File: config.mk
export PLATFORM = sky130hd
export DESIGN_NAME = frame_rx
export DESIGN_NICKNAME = d
export VERILOG_FILES = /design/src/rtl/frame_rx.sv
export SDC_FILE = /design/constraint.sdc
export NUM_CORES = 1
export LEC_CHECK = 0
export CAP_MARGIN = 20
export CORE_MARGIN = 10
export CORE_UTILIZATION = 40
export CTS_CLUSTER_DIAMETER = 40
export DETAILED_ROUTE_END_ITERATION = 7
export PLACE_DENSITY = 0.58
export SETUP_SLACK_MARGIN = 0.4
export SLEW_MARGIN = 20
export SYNTH_ARGS = -nofsm -noshare
export SYNTH_HDL_FRONTEND = slang
export SYNTH_SLANG_ARGS = --single-unit
File: constraint.sdc
create_clock -name clk -period 3.55 [get_ports clk]
set_clock_uncertainty 0.2 [all_clocks]
set_input_delay 0.71 -clock clk [delete_from_list [all_inputs] [get_ports clk]]
set_output_delay 0.71 -clock clk [all_outputs]
set_load 0.02 [all_outputs]
File: src/rtl/frame_rx.sv
// frame_rx: fast-serial frame deserializer.
//
// Receives a one-bit-per-clock frame on rx:
//   start bit (0), then 48 data bits LSB first, then a stop bit (1).
// The 48-bit word is laid out as
//   [7:0]   address
//   [15:8]  opcode
//   [47:16] payload
// A frame whose address matches MY_ADDR or BCAST_ADDR is presented on
// addr/opcode/payload together with a one-cycle frame_valid strobe.
// A bad stop bit raises a one-cycle err strobe. The receiver then waits
// for the line to return high before it looks for another start bit.
//
// Ports:
//   clk         system clock
//   nRst        asynchronous active-low reset
//   rx          serial input, synchronous to clk, idles high
//   frame_valid one-cycle strobe: a new accepted frame is on the outputs
//   addr        address field of the last accepted frame
//   opcode      opcode field of the last accepted frame
//   payload     data field of the last accepted frame
//   busy        high whenever the receiver is not idle
//   err         one-cycle strobe on a framing (stop-bit) error
//   frame_cnt   accepted-frame count, wraps from 255 to 0
//   err_cnt     framing-error count, saturates at 255
module frame_rx #(
  parameter logic [7:0] MY_ADDR    = 8'h01,
  parameter logic [7:0] BCAST_ADDR = 8'hFF
) (
  input  logic        clk,
  input  logic        nRst,
  input  logic        rx,
  output logic        frame_valid,
  output logic [7:0]  addr,
  output logic [7:0]  opcode,
  output logic [31:0] payload,
  output logic        busy,
  output logic        err,
  output logic [7:0]  frame_cnt,
  output logic [7:0]  err_cnt
);

  typedef enum logic [1:0] {
    S_IDLE,
    S_DATA,
    S_STOP,
    S_RESYNC
  } state_t;

  state_t      r_state;
  state_t      w_state_next;
  logic [47:0] r_shift;
  logic [5:0]  r_cnt;
  logic        w_addr_hit;
  logic        w_accept;
  logic        w_ferr;

  // The address is checked only once the whole word has been assembled.
  assign w_addr_hit = (r_shift[7:0] == MY_ADDR) || (r_shift[7:0] == BCAST_ADDR);

  assign busy = (r_state != S_IDLE);

  always_ff @(posedge clk or negedge nRst) begin
    if (!nRst) begin
      r_state <= S_IDLE;
    end else begin
      r_state <= w_state_next;
    end
  end

  always_comb begin
    w_state_next = r_state;
    w_accept     = 1'b0;
    w_ferr       = 1'b0;
    case (r_state)
      S_IDLE: begin
        if (!rx) begin
          w_state_next = S_DATA;
        end
      end
      S_DATA: begin
        if (r_cnt == 6'd47) begin
          w_state_next = S_STOP;
        end
      end
      S_STOP: begin
        if (rx) begin
          // A good stop bit with a foreign address is dropped silently.
          w_accept     = w_addr_hit;
          w_state_next = S_IDLE;
        end else begin
          w_ferr       = 1'b1;
          w_state_next = S_RESYNC;
        end
      end
      S_RESYNC: begin
        // A low line here is the tail of a broken frame, not a start bit.
        if (rx) begin
          w_state_next = S_IDLE;
        end
      end
      default: begin
        w_state_next = S_IDLE;
      end
    endcase
  end

  always_ff @(posedge clk or negedge nRst) begin
    if (!nRst) begin
      r_shift     <= 48'd0;
      r_cnt       <= 6'd0;
      frame_valid <= 1'b0;
      err         <= 1'b0;
      addr        <= 8'd0;
      opcode      <= 8'd0;
      payload     <= 32'd0;
      frame_cnt   <= 8'd0;
      err_cnt     <= 8'd0;
    end else begin
      frame_valid <= w_accept;
      err         <= w_ferr;

      if ((r_state == S_IDLE) && !rx) begin
        r_cnt <= 6'd0;
      end else if (r_state == S_DATA) begin
        r_shift[r_cnt] <= rx;
        r_cnt          <= r_cnt + 6'd1;
      end

      if (w_accept) begin
        addr      <= r_shift[7:0];
        opcode    <= r_shift[15:8];
        payload   <= r_shift[47:16];
        frame_cnt <= frame_cnt + 8'd1;
      end

      if (w_ferr && (err_cnt != 8'hFF)) begin
        err_cnt <= err_cnt + 8'd1;
      end
    end
  end

endmodule

# Yosys cells after proc, flatten, opt, wreduce, memory -nomap -nowiden
# Cells that the tools add are included.
# totals
out_inout_bits	67
elab_cells	50
regBits	122
inputBits	3
# op_classes
order_cmp	2
n_addsub	3
bitwise_logic	1
muxes	14
eq_ne	10
n_reduce_logical	10
# op_table
cell	n
$bwmux 48	1
$add 8x1->8 const B	2
$mux 6	2
$eq 8x1->1 const B	1
$eq 8x8->1 const B	1
$mux 2	4
$ne 8x8->1 const B	1
$pmux 2 s4	1
$lt 6x7->1 const B	1
$add 6x1->6 const B	1
$demux 1 s6	1
$eq 6x6->1 const B	1
$ge 6x1->1 const B	1
$ne 2x2->1 const B	3
$mux 1	5
$eq 2x2->1 const B	2
$reduce_bool 2->1	2
$logic_and 1x1->1	3
$reduce_and 3->1	1
$eq 2x1->1 const B	1
$logic_not 2->1	1
$reduce_and 2->1	1
$logic_not 1->1	1
$logic_or 1x1->1	1
$not 1->1	1

# Logic depth before layout (Yosys ltp)
# depth
ltp_word	5
mapped_depth	6
mapped_depth_nobuf	5

# Worst setup path after synthesis
# OpenSTA, ideal clock, no wires.
# synth_timing
path_type	register to register
start	register r_shift[4]
end	register addr[1]
arrival_time_ns	1.863
setup_ns	0.128
n_path_buf	2
synth_period_minus_slack_ns	2.191
setup_slack_ns	1.359
required_ns	3.222
stages_incl_launch_ff	7
path_cell_list	dfrtp_1 -> or4_4 -> nor4_4 -> o21ai_1 -> buf_2 -> buf_6 -> mux2_1
# synth_between
elab_chain_cells	4
word_cells_on_any_way	5
classes_between	eq/ne: 2; mux: 2; reduce/logical: 1
# synth_lines
item	line	text
start: declaration	52	logic [47:0] r_shift;
start signal: indexed assignment	126	r_shift[r_cnt] <= rx;
$eq 8x1->1 / $eq 8x8->1 (equally long branches)	59	assign w_addr_hit = (r_shift[7:0] == MY_ADDR) || (r_shift[7:0] == BCAST_ADDR);
$logic_or 1x1->1 *	59	
$mux 1 *	87	if (rx) begin
$mux 1 *	75	case (r_state)
end signal: assignment	131	addr <= r_shift[7:0];
end: declaration	34	output logic [7:0] addr,
# Mark *: on every way between the ends. The rest lies on a longest branch, timed or not.
# A chain may end at the register's enable or synchronous reset.

# Worst setup path after layout
# layout_timing
start	register r_state[0]
end	output port busy
# layout_between
elab_chain_cells	1
# layout_lines
item	line	text
start: declaration	50	state_t r_state;
start signal: assignment	67	r_state <= w_state_next;
$reduce_bool 2->1	61	assign busy = (r_state != S_IDLE);
end: declaration	37	output logic busy,
# No other way between the ends.

==> results.txt <==
----------------------------------------------------
[Outcome]
  Result of the run ... finished, final reports clean

[GRT]
  Aggregate global-route resource usage ... 0.131
  Number of global-route vias before repair ... about 3600
  Global route total overflow ... 0
  Largest net degree at the start of global routing ... 82
  Initial antenna violation count ... 0
  Wire length of the first global-routing pass ... around 19000 um

[Die]
  Die outline area ... between 15000 and 20000 sq um
  Top-level I/O count ... 70
  Placement row count ... 41
  Placeable core region ... 12600 sq um
  Die extent in x ... about 130 um
  Die height ... roughly 130 um
  Effective utilization at floorplan ... 0.408

[Clock tree]
  Clock Latency Late Sink ... between 400 and 500 ps
  Number of buffers added by the clock tree synthesis step ... 17
  Gates resized, CTS repair ... 0
  Number of buffers inserted for hold repair after clock tree synthesis ... 0
  Post-CTS setup buffer count ... 0
  Clock-pin slew reported for the worst setup and hold paths after clock tree synthesis ... approximately 50 ps
  Clock sink count ... 122
  TritonCTS clock tree ... yes
  Deepest level of the CTS H-tree ... 4
  Clock root buffer master ... clkbuf_16
  CTS Buffer Depth ... 2

[Routing]
  Average vias per placed instance ... between 5 and 6
  DRC Markers ... 0
  Total wire length after detailed routing ... roughly 11000 um
  Remaining number of nets flagged by the antenna check after routing ... 0
  1st-iter DRT viols ... 180
  Vias after detailed routing ... about 3400
  Post-detailed-route wirelength per cell ... about 17 um
  Total iterations of the first detailed-routing run ... 4

[Worst setup path]
  CP Data Required Time ... about 2600 ps
  Kind of end point of the critical path ... output port
  Critical setup path kind ... flip-flop to output port
  Critical path, cell by cell ... or2_2 -> clkdlybuf4s50_1
  Peak fanout along the critical path ... 14
  Delay of the slowest critical-path stage ... 550 ps
  Critical Path Source Type ... flip-flop
  CP arrival ... between 1500 and 2000 ps
  Master of the slowest instance on the critical path ... clkdlybuf4s50_1

[Logic synthesis]
  Sequential cell area fraction in the yosys report ... 0.593
  Mapped Nets ... a little over 400
  Mean cell area of the mapped netlist ... roughly 13 sq um
  Synth Cell Area ... just over 5000 sq um
  Count of flip-flops with a built-in enable after synthesis ... 0
  Post-synthesis cell type count ... 45
  Main synth FF type ... dfrtp_1
  Post-Synth Simple-Gate Area ... 0.103
  Synth Area in Adders ... 0.00729
  Multiplexer area fraction after synthesis ... 0.162
  Synthesized-area fraction occupied by ao, oa, aoi and oai cells ... 0.0862
  Parity-gate share of the synthesized area counting xor and xnor cells ... 0.0238
  Count of mapped cells out of synthesis ... about 400
  Fraction of registers with async set or reset after synthesis ... 1.00
  Number of warnings printed during yosys synthesis ... 0
  Number of flip-flops and latches in the synthesized netlist ... between 100 and 150
  Combinational family with the most area after synthesis ... multiplexers

[Power]
  Leakage power summed over all cells ... slightly below 3 nW
  IR Drop Worst-Case VDD ... between 0.0003 and 0.0004 V
  Power Density ... roughly 470 nW/um^2

[Finish]
  Post-route core utilization ... 0.520
  Relative area change from synthesis to final layout ... 27.4%
  N_diodes ... 0
  Total Nets Final ... roughly 480
  Fraction of layout instances using a drive strength above 1 ... 0.0847

[Run]
  MaxCap Viol Count ... 0

[Timing]
  Number of max-slew violations in the final report ... 0
  Final setup violation count ... 0
  Final sum of negative setup slack ... 0 ps
  Unrepaired setup endpoints after global routing ... false
  Measured slew at the worst slew-check pin ... between 500 and 600 ps
  Hold Vio Cnt, Final ... 0
  Maximum operating frequency ... around 370 MHz
  Final clock period utilization by the worst path ... 0.768
  Clock period minus worst slack ... 2730 ps
  Worst relative slew slack ... 0.611

[Min path]
  Hold/Removal Path Class ... input pin to async pin

[Placed design]
  Placer congestion estimate ... 0.809
  Port Buffers ... a little under 70
  Detailed placement HPWL ... around 7400 um

----------------------------------------------------
-- cells in the mapped netlist, types with 2 or more instances --
cell	count	area share
o21ai_1	9	0.0087
or4_4	2	0.0044
and3b_1	2	0.0034
xor2_1	10	0.017
mux2_1	73	0.16
buf_6	2	0.0044
ha_1	3	0.0073
nor3_1	7	0.0068
buf_1	2	0.0015
nor3b_1	3	0.0044
a22o_1	3	0.0051
nor3b_2	2	0.0049
o31ai_1	23	0.034
a21oi_1	5	0.0049
clkbuf_1	20	0.015
and2_1	2	0.0024
and4_1	4	0.0068
a21o_1	4	0.0058
nor2_1	7	0.0051
or3b_1	2	0.0034
nand3_1	10	0.0097
xnor2_1	4	0.0068
nand4_1	5	0.0061
dfrtp_1	122	0.59
nand2b_1	3	0.0036
o21ai_0	17	0.017
nand2_1	33	0.024
inv_1	4	0.0029
nand3b_1	3	0.0044
-- worst max-delay path: cells and delay by family, from the launching register on --
| kind | cells | cell delay (ps) |
|---|---|---|
| DFF | 1 | 510 |
| buffers and inverters | 1 | 550 |
| and+or+nand+nor | 1 | 350 |
-- per-stage QoR --
stage,hold slack [ps],cells,power [W],instance area (sq um),setup WS [ps]
after floorplan,214,402,0.00153,5150,1360
after global placement,258,624,0.00159,6010,610
after detailed placement,257,624,0.00160,6010,576
after CTS,101,655,0.00312,6530,750
after global routing,113,656,0.00320,6560,714
final,83.4,656,0.00308,6560,824
-- cells in the final DEF, fill, tap and decap left out, drive strengths merged, types with 2 or more instances in the layout --
master / instances
a21o: 4
a21oi: 5
a22o: 3
and2: 2
and3b: 2
and4: 4
buf: 8
clkbuf: 29
clkdlybuf4s50: 68
clkinv: 2
dfrtp: 122
ha: 3
inv: 5
mux2: 74
nand2: 33
nand2b: 3
nand3: 10
nand3b: 3
nand4: 5
nor2: 7
nor3: 7
nor3b: 5
nor4: 2
o21ai: 26
o31ai: 23
or2: 2
or3b: 2
or4: 2
xnor2: 4
xor2: 10
-- metal layers --
metal	vias up	share of wire	global-route usage
met3	7	0.052	0.0489
met2	74	0.48	0.202
met5	-	0	0
li1	1585	-	-
met1	1728	0.46	0.166
met4	0	0.0045	0.0466
-- cells by family (layout without fill, tap and decap cells) --
kind of cell / after synthesis / in the layout
flip-flops: 122 / 122
XOR/XNOR: 14 / 14
adder cells (fa/ha/maj): 3 / 3
AND/OR/NAND/NOR: 93 / 93
multiplexers: 74 / 74
AO/OA/AOI/OAI: 66 / 66
buffers and inverters: 30 / 112
-- final cells by class --
type                    instances  area, sq um
well taps                     172          215
clock buffers                  29          510
repair buffers                 76          773
inverters                       5         18.8
flip-flops and latches        122         3050
fillers                      1145         6060
multi-input cells             250         1980
clock inverters                 2         10.0
-- power breakdown --
group	leakage [nW]	total [W]	switching, W	internal [W]
logic	1.10	0.000113	0.0000714	0.0000413
registers	1.57	0.00146	0.0000294	0.00143
clock network	0.256	0.00151	0.000547	0.000959
-- flip-flops by register name, indices dropped and copies added (netlist names) --
register	flops
addr	8
r_shift	48
opcode	8
err_cnt	8
r_cnt	6
r_state	2
err	1
frame_cnt	8
frame_valid	1
payload	32
-- path summary, 6_finish.rpt --
check                        startpoint           end  slack, ps  cells past startpoint
max reg2reg                  r_shift[4]   payload[20]        980                      6
min reg2reg                frame_cnt[7]  frame_cnt[7]        260                      1
min                                nRst     opcode[7]         80                      1
max                          r_state[0]          busy        820                      2
max in group asynchronous          nRst    err_cnt[4]       2250                      2
min in group clk           frame_cnt[7]  frame_cnt[7]        260                      1
Note: power is estimated with default switching activity, not from simulation.
